<file path="src/rtl/n_bit_adder.sv">
// n_bit_adder: pipelined N-bit adder computing sum = a + b + cin with carry-out.
// The carry chain is cut into STAGES equal segments of W = N/STAGES bits, each
// closed by a register, giving a fixed latency of STAGES cycles at full rate.
// Optional feature macro: N_BIT_ADDER_OVERFLOW_EN adds a registered signed
// overflow flag (ovf) aligned with sum/cout.
module n_bit_adder #(
    parameter int N      = 32,
    parameter int STAGES = 2
) (
    input  logic         clk,
    input  logic         rst,
    input  logic         in_valid,
    input  logic [N-1:0] a,
    input  logic [N-1:0] b,
    input  logic         cin,
    output logic [N-1:0] sum,
    output logic         cout,
    output logic         out_valid
`ifdef N_BIT_ADDER_OVERFLOW_EN
    ,
    output logic         ovf
`endif
);

    // Segment width; N must be a multiple of STAGES for the segments to tile.
    localparam int W = N / STAGES;

    // Stage k adds operand bits [k*W +: W]. Each stage only carries forward the
    // operand bits that later stages still need, so the operand vector shrinks
    // by W bits per stage while the accumulated sum grows by W bits.
    for (genvar k = 0; k < STAGES; k++) begin : g_stage
        localparam int IW = N - k * W;

        logic [IW-1:0]        w_opA;
        logic [IW-1:0]        w_opB;
        logic                 w_cIn;
        logic                 w_vIn;
        logic [W:0]           w_seg;
        logic [(k+1)*W-1:0]   w_sumNext;
        logic [(k+1)*W-1:0]   r_sum;
        logic                 r_carry;
        logic                 r_valid;

        if (k == 0) begin : g_src
            assign w_opA     = a;
            assign w_opB     = b;
            assign w_cIn     = cin;
            assign w_vIn     = in_valid;
            assign w_sumNext = w_seg[W-1:0];
        end else begin : g_src
            assign w_opA     = g_stage[k-1].g_hi.r_aHi;
            assign w_opB     = g_stage[k-1].g_hi.r_bHi;
            assign w_cIn     = g_stage[k-1].r_carry;
            assign w_vIn     = g_stage[k-1].r_valid;
            assign w_sumNext = {w_seg[W-1:0], g_stage[k-1].r_sum};
        end

        // W-bit segment add; the extra top bit is the carry into the next segment.
        assign w_seg = {1'b0, w_opA[W-1:0]} + {1'b0, w_opB[W-1:0]} + {{W{1'b0}}, w_cIn};

        // Valid bit moves every cycle so bubbles flow through like operations.
        always_ff @(posedge clk or posedge rst) begin
            if (rst) begin
                r_valid <= 1'b0;
            end else begin
                r_valid <= w_vIn;
            end
        end

        // Data only advances with a valid operation, so the last stage holds its result across bubbles.
        always_ff @(posedge clk or posedge rst) begin
            if (rst) begin
                r_sum   <= '0;
                r_carry <= 1'b0;
            end else if (w_vIn) begin
                r_sum   <= w_sumNext;
                r_carry <= w_seg[W];
            end
        end

        if (k < STAGES - 1) begin : g_hi
            logic [IW-W-1:0] r_aHi;
            logic [IW-W-1:0] r_bHi;

            // Delay the not-yet-added upper operand bits alongside the partial sum.
            always_ff @(posedge clk or posedge rst) begin
                if (rst) begin
                    r_aHi <= '0;
                    r_bHi <= '0;
                end else if (w_vIn) begin
                    r_aHi <= w_opA[IW-1:W];
                    r_bHi <= w_opB[IW-1:W];
                end
            end
        end
    end

    assign sum       = g_stage[STAGES-1].r_sum;
    assign cout      = g_stage[STAGES-1].r_carry;
    assign out_valid = g_stage[STAGES-1].r_valid;

`ifdef N_BIT_ADDER_OVERFLOW_EN
    logic w_aMsb;
    logic w_bMsb;
    logic w_sMsb;
    logic w_ovfNext;
    logic r_ovf;

    // The last stage sees the operand MSBs and produces the sum MSB, so the
    // signed-overflow decision is made there and registered with the sum.
    assign w_aMsb    = g_stage[STAGES-1].w_opA[W-1];
    assign w_bMsb    = g_stage[STAGES-1].w_opB[W-1];
    assign w_sMsb    = g_stage[STAGES-1].w_seg[W-1];
    assign w_ovfNext = (w_aMsb == w_bMsb) && (w_sMsb != w_aMsb);

    // Overflow flag follows the same hold-on-bubble rule as sum and cout.
    always_ff @(posedge clk or posedge rst) begin
        if (rst) begin
            r_ovf <= 1'b0;
        end else if (g_stage[STAGES-1].w_vIn) begin
            r_ovf <= w_ovfNext;
        end
    end

    assign ovf = r_ovf;
`endif

endmodule

</file>
<file path="config.mk">
export PLATFORM = sky130hd
export DESIGN_NAME = n_bit_adder
export DESIGN_NICKNAME = d
export VERILOG_FILES = /design/src/rtl/n_bit_adder.sv
export SDC_FILE = /design/constraint.sdc
export NUM_CORES = 1
export LEC_CHECK = 0
export ABC_AREA = 1
export ABC_CLOCK_PERIOD_IN_PS = 8960
export BUFFER_PORTS_ARGS = -buffer_cell sky130_fd_sc_hd__buf_2
export CAP_MARGIN = 10
export CORE_ASPECT_RATIO = 2
export CORE_UTILIZATION = 30
export CTS_CLUSTER_DIAMETER = 30
export DETAILED_ROUTE_END_ITERATION = 8
export SLEW_MARGIN = 5
export SYNTH_ARGS = -nofsm -noshare
export SYNTH_HDL_FRONTEND = slang
export SYNTH_SLANG_ARGS = --single-unit
</file>
<file path="constraint.sdc">
create_clock -name clk -period 8.96 [get_ports clk]
set_clock_uncertainty 0.15 [all_clocks]
set_input_delay 1.792 -clock clk [delete_from_list [all_inputs] [get_ports clk]]
set_output_delay 1.792 -clock clk [all_outputs]
set_load 0.01 [all_outputs]
</file>
==> impl_metrics.env <==
export IMPL_synth_edf_count=0
export IMPL_fillCellCount=1759
export IMPL_post_cts_setup_buffer_count=0
export IMPL_multi_input_area_um2=2500
export IMPL_ys_ff_latch=84
export IMPL_ys_async_sr_fraction_pct=100
export IMPL_clk_pin_slew_ns=0.06
export IMPL_htree_levels=3
export IMPL_initial_antenna_violation_count=2
export IMPL_via_count=4505
export IMPL_crit_reg2reg_capture="sum[12]"
export IMPL_number_of_global_route_vias_before_repair=4547
export IMPL_area_growth_synth_to_final_pct=21.0
export IMPL_setup_viol_count_final=0
export IMPL_clk_latency_ns=0.34
export IMPL_finalHoldViolations=0
export IMPL_crit_path_end_kind="register"
export IMPL_start_util_pct=30.6
export IMPL_timing_final_ws_setup_ns=4.99
export IMPL_critical_path_max_fanout=48
export IMPL_critPathLaunchType="input port"
export IMPL_timing_max_slew_rel_slack_pct=24.3
export IMPL_max_cap_violations=0
export IMPL_ir_drop_mv=0.0733
export IMPL_post_place_ws_ns=4.59
export IMPL_r2r_start="g_stage[0].r_valid"
export IMPL_worst_slew_pin_transition_ns=1.14
export IMPL_min_delay_path_class="reg -> reg"
export IMPL_crit_path_max_incr_delay_ns=0.89
export IMPL_slew_viol_final=0
export IMPL_synth_area_um2=4970
export IMPL_tritoncts="built"
export IMPL_port_buffers=101
export IMPL_cp_required_ns=9.02
export IMPL_min_to="sum[14]"
export IMPL_critical_path_class="in -> reg"
export IMPL_holdPathStages=2
export IMPL_viasPerCell=4.45
export IMPL_initialDrtViolationCount=187
export IMPL_floorplan_die_area_um2=17100
export IMPL_netlist_cell_type_count=28
export IMPL_rsz_0062_raised_after_global_routing="no"
export IMPL_max_clock_freq_mhz=252
export IMPL_core_um2=16300
export IMPL_dp_cells=995
export IMPL_clock_sink_count=84
export IMPL_largest_net_degree_at_the_start_of_global_routing=85
export IMPL_dr_drc_count=0
export IMPL_io_pins=102
export IMPL_final_seq_area_um2=2100
export IMPL_hpwl_um=10100
export IMPL_seq_area_frac_synth_pct=42.3
export IMPL_arrival_ns=4.03
export IMPL_cts_root_buf="sky130_fd_sc_hd__clkbuf_16"
export IMPL_routability_congestion_estimate_from_global_placement=0.883
export IMPL_cp_top_family="buffers and inverters"
export IMPL_cts_resized=0
export IMPL_synthFlopType="sky130_fd_sc_hd__dfrtp_1"
export IMPL_synth_warning_count=0
export IMPL_cp_slowest_cell="sky130_fd_sc_hd__clkinv_1"
export IMPL_synth_top_cells_by_area="sky130_fd_sc_hd__dfrtp_1, sky130_fd_sc_hd__nand2_1, sky130_fd_sc_hd__ha_1"
export IMPL_crit_buf_inv=3
export IMPL_cellPowerDensity_nw_per_um2=195
export IMPL_grtUsageTotal_pct=16.3
export IMPL_design_final_nets=904
export IMPL_yosys_area_top_type_share_pct=42.3
export IMPL_synth_largest_area_cell="sky130_fd_sc_hd__dfrtp_1"
export IMPL_grt_pass1_wl_um=21300
export IMPL_global_route_overflow_total=0
export IMPL_detailedRoute_firstPassIterationCount=4
export IMPL_wire_per_inst_um=12.9
export IMPL_cts_path_max_buffers=2
export IMPL_drive_above_1_share_pct=16.3
export IMPL_synthTopCellsByCount="sky130_fd_sc_hd__nand2_1, sky130_fd_sc_hd__dfrtp_1, sky130_fd_sc_hd__inv_1"
export IMPL_final_min_clock_period_ns=3.97
export IMPL_fin_setup_tns_ns=0
export IMPL_run_status="finished clean"
export IMPL_worst_r2r_path_depth=4
export IMPL_critical_hold_path_startpoint="sum[14]"
export IMPL_power_static_leakage_nw=3.52
export IMPL_final_core_util_pct=37.0
export IMPL_row_count=66
export IMPL_yosys_cell_count_top_type="sky130_fd_sc_hd__nand2_1"
export IMPL_period_share_pct=44.3
export IMPL_stdcell_count=1012
export IMPL_die_height_um=184
export IMPL_die_width_um=93.0
export IMPL_postCtsHoldBufs=0
export IMPL_syn_area_per_cell_um2=7.06
export IMPL_whs_ns=0.320
export IMPL_syn_num_nets=806
export IMPL_finalWirelength_um=13000
export IMPL_syn_instance_count=704
export IMPL_numCtsBuffers=9
export IMPL_final_antenna_net_count=0
export IMPL_crit_chain="buf_2 > clkinv_1 > buf_4 > nand2_1 > o21ai_0"
export IMPL_setup_reg_to_reg_worst_slack_ns=6.44
worst max-delay path by stage:
stage,start,endpoint,slack [ns],cells after the start
2_1_floorplan,rst,cout,4.85,1
3_3_place_gp,in_valid,g_stage[0].r_sum[3],4.66,5
3_5_place_dp,in_valid,g_stage[0].r_sum[3],4.59,5
4_1_cts,in_valid,g_stage[0].r_sum[3],4.95,5
5_1_grt,in_valid,g_stage[0].g_hi.r_aHi[15],4.74,5
6_report,in_valid,g_stage[0].r_sum[3],4.99,5
power by group:
group          internal [mW]  switching [mW]  total (mW)
Clock                  0.252           0.153       0.405
Sequential             0.436          0.0353       0.472
Combinational          0.116           0.179       0.295
per-stage QoR:
step	area [um2]	total power, mW
after floorplan	4970	0.671
after global placement	5690	0.772
after detailed placement	5690	0.777
after CTS	6010	1.19
after global routing	6020	1.25
final	6020	1.17
state kept, by name, indices dropped and copies added (netlist names):
name,flops
sum,32
g_stage.g_hi.r_aHi,16
g_stage.g_hi.r_bHi,16
g_stage.r_sum,16
cout,1
g_stage.r_carry,1
g_stage.r_valid,1
out_valid,1
cells in the final DEF (no fill, tap or decap):
master	synthesis	layout
sky130_fd_sc_hd__and2_1	1	1
sky130_fd_sc_hd__a21oi_2	1	1
sky130_fd_sc_hd__dfrtp_1	84	84
sky130_fd_sc_hd__nor3_1	5	5
sky130_fd_sc_hd__nand3_2	4	4
sky130_fd_sc_hd__clkinv_2	0	1
sky130_fd_sc_hd__nor2_1	27	27
sky130_fd_sc_hd__xnor2_1	6	6
sky130_fd_sc_hd__o21ai_1	2	2
sky130_fd_sc_hd__inv_1	79	78
sky130_fd_sc_hd__buf_4	0	3
sky130_fd_sc_hd__nand3b_1	4	4
sky130_fd_sc_hd__buf_2	4	101
sky130_fd_sc_hd__xor2_1	1	1
sky130_fd_sc_hd__ha_1	30	30
sky130_fd_sc_hd__or2_1	5	5
sky130_fd_sc_hd__a21oi_1	17	17
sky130_fd_sc_hd__nand4_1	2	2
sky130_fd_sc_hd__nor2_2	1	1
sky130_fd_sc_hd__diode_2	0	2
sky130_fd_sc_hd__nand2_1	365	365
sky130_fd_sc_hd__or2_0	1	1
sky130_fd_sc_hd__fa_1	4	4
sky130_fd_sc_hd__clkinv_4	0	3
sky130_fd_sc_hd__clkbuf_8	0	1
sky130_fd_sc_hd__and2_4	2	2
sky130_fd_sc_hd__nor3_2	1	1
sky130_fd_sc_hd__nand3_1	32	32
sky130_fd_sc_hd__bufinv_16	0	2
sky130_fd_sc_hd__clkinv_1	1	1
sky130_fd_sc_hd__clkbuf_16	0	9
sky130_fd_sc_hd__o21ai_0	10	10
sky130_fd_sc_hd__nand2_2	2	2
cell type report:
type	count	share of cell area [%]
repair buffers	104	8.78
flip-flops and latches	84	34.9
diodes	2	0.0832
multi-input cells	523	41.5
clock buffers	10	3.97
clock inverters	5	1.43
well taps	204	4.24
inverters	80	5.01
routing by layer:
metal	share of wire, %	GRT usage (%)
met5	0	0
met4	4.0	8.98
met3	2.3	1.53
met2	57	32.8
met1	37	15.3
cells by family after synthesis:
logic type	after synthesis	share of synthesized area (%)
compound gates	30	3.10
fa+ha+maj	34	9.16
buf+inv	97	7.43
flops	84	42.3
xor+xnor	7	1.23
simple gates	452	36.8
worst reg2reg max path, cell delays in order (launching register included):
cell and delay [ns]:
sky130_fd_sc_hd__dfrtp_1 1.10, sky130_fd_sc_hd__inv_1 0.63, sky130_fd_sc_hd__buf_4 0.39, sky130_fd_sc_hd__nand2_1 0.10, sky130_fd_sc_hd__nand2_1 0.05
Note: power is estimated with default switching activity, not from simulation.
